==> src/rtl/sp_ram_pkg.sv <==
// ---------------------------------------------------------------------------
// sp_ram_pkg
// Types and constants shared by the single-port RAM initiator and the RAM
// wrapper. A response carries only read data. Write responses return all zeros.
// ---------------------------------------------------------------------------
package sp_ram_pkg;

    localparam int DATA_WIDTH = 32;
    localparam int BE_WIDTH   = DATA_WIDTH / 8;

    typedef struct packed {
        logic [DATA_WIDTH-1:0] rdata;
    } resp_t;

    // Builds the response word for a completed access. Writes return zero.
    function automatic resp_t make_resp(input logic is_write,
                                        input logic [DATA_WIDTH-1:0] rdata);
        resp_t r;
        if (is_write) begin
            r.rdata = {DATA_WIDTH{1'b0}};
        end else begin
            r.rdata = rdata;
        end
        return r;
    endfunction

endpackage

==> src/rtl/sp_ram_resp_fifo.sv <==
// ---------------------------------------------------------------------------
// sp_ram_resp_fifo
// Circular-buffer response FIFO, DEPTH entries of resp_t.
// Ports:
//   clk, rstn_i   clock, async active-low reset
//   push, wdata   write an entry (caller guarantees not full)
//   pop           drop the head entry (caller guarantees not empty)
//   head          current head entry
//   full, empty   occupancy flags
// ---------------------------------------------------------------------------
module sp_ram_resp_fifo
    import sp_ram_pkg::*;
#(
    parameter int DEPTH = 2
) (
    input  logic  clk,
    input  logic  rstn_i,
    input  logic  push,
    input  resp_t wdata,
    input  logic  pop,
    output resp_t head,
    output logic  full,
    output logic  empty
);

    localparam int PW = (DEPTH > 1) ? $clog2(DEPTH) : 1;
    localparam int OW = $clog2(DEPTH + 1);

    resp_t           mem_r [DEPTH];
    logic [PW-1:0]   wr_ptr_r;
    logic [PW-1:0]   rd_ptr_r;
    logic [OW-1:0]   occ_r;

    assign head  = mem_r[rd_ptr_r];
    assign full  = (occ_r == OW'(DEPTH));
    assign empty = (occ_r == {OW{1'b0}});

    // Storage, pointers and occupancy of the circular buffer.
    always_ff @(posedge clk or negedge rstn_i) begin
        if (!rstn_i) begin
            for (int i = 0; i < DEPTH; i++) begin
                mem_r[i] <= '{rdata: {DATA_WIDTH{1'b0}}};
            end
            wr_ptr_r <= {PW{1'b0}};
            rd_ptr_r <= {PW{1'b0}};
            occ_r    <= {OW{1'b0}};
        end else begin
            if (push) begin
                mem_r[wr_ptr_r] <= wdata;
                if (wr_ptr_r == PW'(DEPTH - 1)) begin
                    wr_ptr_r <= {PW{1'b0}};
                end else begin
                    wr_ptr_r <= wr_ptr_r + PW'(1);
                end
            end else begin
                wr_ptr_r <= wr_ptr_r;
            end
            if (pop) begin
                if (rd_ptr_r == PW'(DEPTH - 1)) begin
                    rd_ptr_r <= {PW{1'b0}};
                end else begin
                    rd_ptr_r <= rd_ptr_r + PW'(1);
                end
            end else begin
                rd_ptr_r <= rd_ptr_r;
            end
            occ_r <= occ_r + OW'(push) - OW'(pop);
        end
    end

endmodule

==> src/rtl/sp_ram_initiator.sv <==
// ---------------------------------------------------------------------------
// sp_ram_initiator
// Master side of the single-port RAM port. Core-style req/gnt requests are
// passed straight through to the RAM (read data one cycle after enable) and
// every granted request returns exactly one response over rvalid/rready.
// A small FIFO absorbs response backpressure. Responses stay in order.
// Ports:
//   clk, rstn_i                      clock, async active-low reset
//   req_i/gnt_o, addr_i, we_i,
//   be_i, wdata_i                    request channel (payload held until gnt)
//   rvalid_o/rready_i, rdata_o       response channel (writes return zero)
//   ram_en_o, ram_addr_o, ram_we_o,
//   ram_wdata_o, ram_be_o,
//   ram_rdata_i                      RAM wrapper interface
//   ram_bypass_en_o                  write-bypass control, tied low
// ---------------------------------------------------------------------------
module sp_ram_initiator #(
    parameter int RAM_SIZE   = 32768,
    parameter int ADDR_WIDTH = $clog2(RAM_SIZE),
    parameter int DATA_WIDTH = sp_ram_pkg::DATA_WIDTH,
    parameter int RESP_DEPTH = 2
) (
    input  logic                    clk,
    input  logic                    rstn_i,
    input  logic                    req_i,
    output logic                    gnt_o,
    input  logic [ADDR_WIDTH-1:0]   addr_i,
    input  logic                    we_i,
    input  logic [DATA_WIDTH/8-1:0] be_i,
    input  logic [DATA_WIDTH-1:0]   wdata_i,
    output logic                    rvalid_o,
    input  logic                    rready_i,
    output logic [DATA_WIDTH-1:0]   rdata_o,
    output logic                    ram_en_o,
    output logic [ADDR_WIDTH-1:0]   ram_addr_o,
    output logic [DATA_WIDTH-1:0]   ram_wdata_o,
    output logic                    ram_we_o,
    output logic [DATA_WIDTH/8-1:0] ram_be_o,
    input  logic [DATA_WIDTH-1:0]   ram_rdata_i,
    output logic                    ram_bypass_en_o
);

    import sp_ram_pkg::*;

    localparam int CW = $clog2(RESP_DEPTH + 1);

    // Outstanding responses: FIFO occupancy plus the one in its RAM cycle.
    logic [CW-1:0] count_q;
    logic          pending_q;
    logic          pending_we_q;

    resp_t         resp_data_s;
    resp_t         fifo_head_s;
    logic          fifo_full_s;
    logic          fifo_empty_s;
    logic          fifo_push_s;
    logic          fifo_pop_s;
    logic          resp_pop_s;

    // The grant looks only at registered occupancy, never at rready_i.
    assign gnt_o = req_i & (count_q < CW'(RESP_DEPTH));

    assign ram_en_o        = gnt_o;
    assign ram_addr_o      = addr_i;
    assign ram_wdata_o     = wdata_i;
    assign ram_be_o        = be_i;
    assign ram_we_o        = gnt_o & we_i;
    assign ram_bypass_en_o = 1'b0;

    assign rvalid_o   = pending_q | ~fifo_empty_s;
    assign resp_pop_s = rvalid_o & rready_i;

    // The pending response bypasses the FIFO only when nothing is queued ahead
    // of it and it is taken this cycle; otherwise it queues behind the head.
    assign fifo_push_s = pending_q & ~(fifo_empty_s & rready_i);
    assign fifo_pop_s  = ~fifo_empty_s & rready_i;

    // Selects the response word: FIFO head first, else the fall-through data.
    always_comb begin
        resp_data_s = make_resp(pending_we_q, ram_rdata_i);
        if (!fifo_empty_s) begin
            rdata_o = fifo_head_s.rdata;
        end else if (pending_q) begin
            rdata_o = resp_data_s.rdata;
        end else begin
            rdata_o = {DATA_WIDTH{1'b0}};
        end
    end

    // Tracks the request in its RAM cycle and the total outstanding count.
    always_ff @(posedge clk or negedge rstn_i) begin
        if (!rstn_i) begin
            pending_q    <= 1'b0;
            pending_we_q <= 1'b0;
            count_q      <= {CW{1'b0}};
        end else begin
            pending_q    <= gnt_o;
            pending_we_q <= gnt_o & we_i;
            count_q      <= count_q + CW'(gnt_o) - CW'(resp_pop_s);
        end
    end

    sp_ram_resp_fifo #(
        .DEPTH (RESP_DEPTH)
    ) u_resp_fifo (
        .clk    (clk),
        .rstn_i (rstn_i),
        .push   (fifo_push_s),
        .wdata  (resp_data_s),
        .pop    (fifo_pop_s),
        .head   (fifo_head_s),
        .full   (fifo_full_s),
        .empty  (fifo_empty_s)
    );

endmodule

==> config.mk <==
export PLATFORM = sky130hd
export DESIGN_NAME = sp_ram_initiator
export DESIGN_NICKNAME = d
export VERILOG_FILES = /design/src/rtl/sp_ram_pkg.sv /design/src/rtl/sp_ram_resp_fifo.sv /design/src/rtl/sp_ram_initiator.sv
export SDC_FILE = /design/constraint.sdc
export NUM_CORES = 1
export LEC_CHECK = 0
export BUFFER_PORTS_ARGS = -buffer_cell sky130_fd_sc_hd__buf_2
export CAP_MARGIN = 20
export CORE_MARGIN = 8
export CORE_UTILIZATION = 45
export CTS_CLUSTER_SIZE = 10
export DETAILED_ROUTE_END_ITERATION = 10
export PLACE_DENSITY = 0.85
export SLEW_MARGIN = 5
export SYNTH_ARGS = -nofsm -noshare
export SYNTH_HDL_FRONTEND = slang
export SYNTH_SLANG_ARGS = --single-unit
export TNS_END_PERCENT = 1
==> constraint.sdc <==
create_clock -name clk -period 1.65 [get_ports clk]
set_input_delay 0.33 -clock clk [delete_from_list [all_inputs] [get_ports clk]]
set_output_delay 0.33 -clock clk [all_outputs]
set_load 0.05 [all_outputs]
[Word-level counts from Yosys, hierarchy flattened]
Index checks and enable logic that the tools add are counted.
Operators by class
  add/sub/neg operators: 6
  $lt $le $gt $ge: 4
  mux-type cells: 11
  bitwise operators: 11
  reductions and logical operators: 2
Operators with widths (count)
  two-way mux 32 bit: 7
  bitwise mux 64 bit: 1
  demux 32 bit (select 1 bit): 1
  bitwise AND 1 bit: 6
  adder 2 x 1 -> 2 bit: 2
  >= comparator 2 bit (second input constant): 2
  inverter 1 -> 2 bit: 2
  subtractor 2 x 1 -> 2 bit: 2
  adder 1 bit (second input constant): 2
  logical NOT 2 bit: 1
  < comparator 2 x 1 -> 1 bit (second input constant): 1
  < comparator 2 bit (second input constant): 1
  two-way mux 1 bit: 2
  inverter 1 bit: 2
  logical AND 1 bit: 1
  bitwise OR 1 bit: 1
Storage, ports and cells
  register bits after elaboration: 72
  input bits: 88
  output and inout bits: 88
  logic and storage cells: 42

[Longest topological paths before layout]
  depth after elaboration: 6
  gate-level depth with buffers: 8
  mapped depth without buffers: 7

[By module]
A second synthesis with hierarchy kept.
Unflattened totals
  cell total of the unflattened synthesis: 370
  area total of the unflattened synthesis: 4418.0 µm²
Modules (own cells, without submodules)
  sp_ram_resp_fifo: times used 1, cells each 187, area each 2984.1 µm², seq. area each 1701.6 µm²
  sp_ram_initiator: times used 1, cells each 183, area each 1433.9 µm², seq. area each 100.1 µm²

[Least setup slack after synthesis]
Ideal clock, no wire load.
  path kind: register to output
  start: register u_resp_fifo.rd_ptr_r
  end: output rdata_o[12]
  arrival time: 1.919 ns
  required time: 1.320 ns
  path slack: -0.599 ns
  cell stages (with the launch flop): 5
  path buffers: 2
  cell sequence: dfrtp_1 buf_2 buf_2 mux2i_1 o21ai_0
Between the ends
  longest elaborated chain between the ends: 5
RTL lines
  from (decl): RTL line sp_ram_resp_fifo.sv:31  | logic [PW-1:0] rd_ptr_r;
  from (signal assigned): RTL line sp_ram_resp_fifo.sv:45  | rd_ptr_r <= {PW{1'b0}};
  from (signal assigned): RTL line sp_ram_resp_fifo.sv:60  | rd_ptr_r <= {PW{1'b0}};
  from (signal assigned): RTL line sp_ram_resp_fifo.sv:62  | rd_ptr_r <= rd_ptr_r + PW'(1);
  inverter 1 -> 2 bit (implied by the code): RTL line sp_ram_resp_fifo.sv:34  | assign head = mem_r[rd_ptr_r];
  two-way mux 32 bit (implied by the code) (3 in a row): RTL line sp_ram_resp_fifo.sv:34
  two-way mux 32 bit: RTL line sp_ram_initiator.sv:81  | if (!fifo_empty_s) begin
  to (decl): RTL line sp_ram_initiator.sv:33  | output logic [DATA_WIDTH-1:0] rdata_o,
Every way passes these cells. The select of a mux whose other input is x is not followed.

[Final worst setup path]
  start: register u_resp_fifo.occ_r[0]
  end: output rdata_o[30]
Between the ends
  longest elaborated chain between the ends: 2
RTL lines
  from (decl): RTL line sp_ram_resp_fifo.sv:32  | logic [OW-1:0] occ_r;
  from (signal assigned): RTL line sp_ram_resp_fifo.sv:46  | occ_r <= {OW{1'b0}};
  from (signal assigned): RTL line sp_ram_resp_fifo.sv:67  | occ_r <= occ_r + OW'(push) - OW'(pop);
  logical NOT 2 bit: RTL line sp_ram_resp_fifo.sv:36  | assign empty = (occ_r == {OW{1'b0}});
  two-way mux 32 bit: RTL line sp_ram_initiator.sv:81
Every way passes these cells.

==> impl_metrics.xml <==
<?xml version="1.0" encoding="UTF-8"?>
<metrics>
  <group name="run_status">
    <metric name="run_status" unit="">finished with violations</metric>
    <metric name="failed_checks" unit="">negative setup slack</metric>
  </group>
  <group name="logic_synthesis">
    <metric name="netlist_area" unit="sq um">4436</metric>
    <metric name="post_synth_most_frequent_cells" unit="">sky130_fd_sc_hd__o21ai_0, sky130_fd_sc_hd__dfrtp_1, sky130_fd_sc_hd__o21ai_2</metric>
    <metric name="async_flop_share" unit="">1.000</metric>
    <metric name="yosysTopAreaCell" unit="">sky130_fd_sc_hd__dfrtp_1</metric>
    <metric name="syn_avg_cell_area" unit="sq um">9.879</metric>
    <metric name="syn_nets" unit="">541</metric>
    <metric name="synth-warning-count" unit="">0</metric>
    <metric name="postSynthRegisterBits" unit="">72</metric>
    <metric name="synth-adder-area-share" unit="">0.01128</metric>
    <metric name="post_synth_xor_area_fraction" unit="">0.01185</metric>
    <metric name="ys_types" unit="">26</metric>
    <metric name="synth-seq-area-share" unit="">0.4062</metric>
    <metric name="dominant_combinational_cell_family_by_area_after_synthesis" unit="">compound AO/OA/AOI/OAI gates</metric>
    <metric name="synth_compound_area_frac" unit="">0.2271</metric>
    <metric name="dominantRegCellSynth" unit="">sky130_fd_sc_hd__dfrtp_1</metric>
    <metric name="synth_top_area_share" unit="">0.4062</metric>
    <metric name="netlist_instances" unit="">449</metric>
    <metric name="synth.mux.area_fraction" unit="">0.07221</metric>
    <metric name="yosysMostFrequentCell" unit="">sky130_fd_sc_hd__o21ai_0</metric>
    <metric name="netlist_top_cells_area" unit="">sky130_fd_sc_hd__dfrtp_1, sky130_fd_sc_hd__o21ai_0, sky130_fd_sc_hd__o21ai_2</metric>
    <metric name="synth-edff-count" unit="">0</metric>
    <metric name="synthSimpleGateAreaFrac" unit="">0.1269</metric>
  </group>
  <group name="critical_path">
    <metric name="startpoint_type" unit="">flop</metric>
    <metric name="worst_setup_path_startpoint" unit="">u_resp_fifo.occ_r[0]</metric>
    <metric name="cp.arrival" unit="ps">1750</metric>
    <metric name="critical_path_peak_fanout" unit="">5</metric>
    <metric name="endpoint_kind" unit="">output port</metric>
    <metric name="regToRegStartpoint" unit="">pending_q</metric>
    <metric name="cp_class" unit="">flop to output port</metric>
    <metric name="critPathRequiredTime" unit="ps">1320</metric>
  </group>
  <group name="floorplan">
    <metric name="die_height" unit="um">115.3</metric>
    <metric name="io_pins" unit="">176</metric>
    <metric name="start_util" unit="">0.4580</metric>
    <metric name="fp.dieArea" unit="sq um">13290</metric>
    <metric name="coreArea" unit="sq um">9684</metric>
    <metric name="die_w" unit="um">115.3</metric>
    <metric name="fp-row-count" unit="">36</metric>
  </group>
  <group name="layout">
    <metric name="final_nets" unit="">566</metric>
    <metric name="fin_cells" unit="">612</metric>
    <metric name="syn_to_final_growth" unit="%">21.78</metric>
    <metric name="antenna-diode-count" unit="">0</metric>
    <metric name="fin_area" unit="sq um">5401</metric>
    <metric name="drive_above_1_share" unit="">0.4489</metric>
  </group>
  <group name="power_and_ir_drop">
    <metric name="power-per-cell-area" unit="nW/um^2">2359</metric>
    <metric name="power.net_switching" unit="mW">6.161</metric>
    <metric name="static-leakage-power" unit="nW">2.361</metric>
    <metric name="clock_power_share" unit="">0.106</metric>
    <metric name="p_sw_frac" unit="">0.4836</metric>
    <metric name="power_frac_seq" unit="">0.232</metric>
    <metric name="share_comb_of_total_power" unit="">0.662</metric>
    <metric name="ir_drop" unit="mV">1.457</metric>
    <metric name="cellInternalPower" unit="mW">6.580</metric>
  </group>
  <group name="place">
    <metric name="placement.cell_area" unit="sq um">4671</metric>
    <metric name="setup_slack_after_placement" unit="ps">-111.3</metric>
    <metric name="dpl.hpwl" unit="um">7120</metric>
    <metric name="dpl.cell_count" unit="">586</metric>
    <metric name="place_congestion" unit="">0.7151</metric>
    <metric name="placement.io_buffers" unit="">72</metric>
  </group>
  <group name="grt">
    <metric name="first_global_vias" unit="">3598</metric>
    <metric name="antenna_violations_before_repair" unit="">0</metric>
    <metric name="globalRoute.totalOverflow" unit="">0</metric>
    <metric name="grt_first_pass_wirelength" unit="um">17370</metric>
    <metric name="maximum_number_of_pins_on_one_net_before_global_route_repair" unit="">39</metric>
    <metric name="global_route.usage.total" unit="">0.1661</metric>
  </group>
  <group name="timing">
    <metric name="holdWs" unit="ps">230.1</metric>
    <metric name="finalSetupViolations" unit="">34</metric>
    <metric name="hold_viol_final" unit="">0</metric>
    <metric name="drv_slew" unit="">0</metric>
    <metric name="final_critical_path_setup_slack" unit="ps">-433.1</metric>
    <metric name="min_period" unit="ps">2083</metric>
    <metric name="fmaxAchievable" unit="MHz">480.1</metric>
    <metric name="setup_repair_after_global_routing_missed_its_margin" unit="">true</metric>
    <metric name="skew" unit="ps">9.762</metric>
    <metric name="timing.final.crit_share" unit="">1.262</metric>
    <metric name="fin_setup_tns" unit="ps">-13080</metric>
  </group>
  <group name="min_path">
    <metric name="worst_hold_startpoint" unit="">we_i</metric>
    <metric name="min-delay-path-class" unit="">primary input to flop</metric>
  </group>
  <group name="cts">
    <metric name="clockBufferDepth" unit="">2</metric>
    <metric name="cts_made_buffers" unit="">9</metric>
    <metric name="clkLatencyLatePin" unit="ps">350</metric>
    <metric name="worst_setup_hold_path_clk_slew" unit="ps">80</metric>
    <metric name="cts.sink_count" unit="">72</metric>
    <metric name="clock_tree.htree_level_count" unit="">3</metric>
    <metric name="cts_tree" unit="">yes</metric>
    <metric name="clock-root-buffer" unit="">sky130_fd_sc_hd__clkbuf_8</metric>
  </group>
  <group name="routing">
    <metric name="drtIter0Drc" unit="">237</metric>
    <metric name="via_count" unit="">3445</metric>
    <metric name="detailedRoute.firstPassIterationCount" unit="">4</metric>
    <metric name="detail-route-antenna-nets" unit="">0</metric>
    <metric name="totalWireLength" unit="um">11680</metric>
    <metric name="wl_per_cell" unit="um">19.08</metric>
    <metric name="post_drt_via_cell_ratio" unit="">5.629</metric>
    <metric name="remaining_drc_errors" unit="">0</metric>
  </group>
  <group name="run">
    <metric name="cap_viol_max_count" unit="">0</metric>
  </group>
</metrics>
==> area by class of cell <==
class	count	area, sq um
fillers	824	4283
multi-input cells	279	2177
flip-flops and latches	72	1804
repair buffers	108	1049
well taps	133	166.4
clock buffers	11	131.4
clock inverters	5	58.81
inverters	4	15.01
==> final timing paths <==
| kind | endpoint | slack, ps | cells after the start |
|---|---|---|---|
| worst max-delay path | rdata_o[30] | -430 | 7 |
| min in group asynchronous | pending_we_q | 480 | 2 |
| worst min-delay path | pending_we_q | 230 | 2 |
| worst min register to register | u_resp_fifo.wr_ptr_r | 490 | 1 |
| worst max register to register | count_q[1] | -100 | 7 |
| max in group asynchronous | u_resp_fifo.mem_r[15] | 630 | 3 |
==> cells by family after synthesis <==
logic type / count (synthesis)
XOR/XNOR: 6
flip-flops: 72
AO/OA/AOI/OAI: 160
adder cells (fa/ha/maj): 4
AND/OR/NAND/NOR: 76
multiplexers: 32
buffers and inverters: 98
other: 1
==> placed cells by master, fill, tap and decap left out, drive strengths merged <==
master	count
clkinvlp	2
clkinv	2
xnor2	4
nand4b	32
nand2b	33
and2b	1
dlygate4sd3	1
nor2b	2
xor2	2
nand2	1
conb	1
bufinv	1
and2	2
dfrtp	72
buf	105
clkbuf	13
or2	2
ha	4
or3	1
mux2i	32
nor3b	1
o21ai	160
inv	4
nor2	1
==> through the flow <==
stage               total power [mW]  utilization
floorplan                      8.325            -
CTS                            11.73       0.5236
detailed placement             9.636       0.4823
global placement               9.405       0.4823
global route                   13.45       0.5578
finish                         12.74       0.5578
==> power groups by stage <==
stage	Combinational (mW)	Sequential, mW	Clock [mW]
global route	8.93	3.04	1.48
CTS	7.41	2.93	1.39
floorplan	5.48	2.85	0
finish	8.43	2.96	1.35
global placement	6.51	2.89	0
detailed placement	6.68	2.96	0
==> registers in the layout, indices dropped and copies added, names as in the netlist <==
register,count
u_resp_fifo.mem_r,64
u_resp_fifo.rd_ptr_r,1
u_resp_fifo.occ_r,2
pending_q,1
count_q,2
u_resp_fifo.wr_ptr_r,1
pending_we_q,1
==> worst max-delay path, cell delays in order (launching register included) <==
cell                        delay, ps
sky130_fd_sc_hd__dfrtp_1          420
sky130_fd_sc_hd__buf_6            150
sky130_fd_sc_hd__nor2_4           140
sky130_fd_sc_hd__buf_6            160
sky130_fd_sc_hd__clkbuf_16        160
sky130_fd_sc_hd__nand4b_1          90
sky130_fd_sc_hd__o21ai_1          120
sky130_fd_sc_hd__buf_6            180
==> per-layer routing <==
metal / GRT usage / up-vias / routed length (um)
met5: 0 / - / 0
met4: 0.09632 / 0 / 439
met3: 0.04832 / 64 / 664
met2: 0.2740 / 110 / 5785
met1: 0.1885 / 1688 / 4786
li1: - / 1583 / -
==> repair_timing <==
| action | in CTS | in global routing |
|---|---|---|
| endpoints found under the hold margin | 33 | 0 |
| hold buffers | 1 | 0 |
| gates cloned | 0 | 5 |
| pin swaps | 19 | 24 |
| setup buffers | 0 | 4 |
| endpoints found under the setup margin | 100 | 83 |
| gates resized for setup | 66 | 57 |
Power figures use the tool's default switching activity.
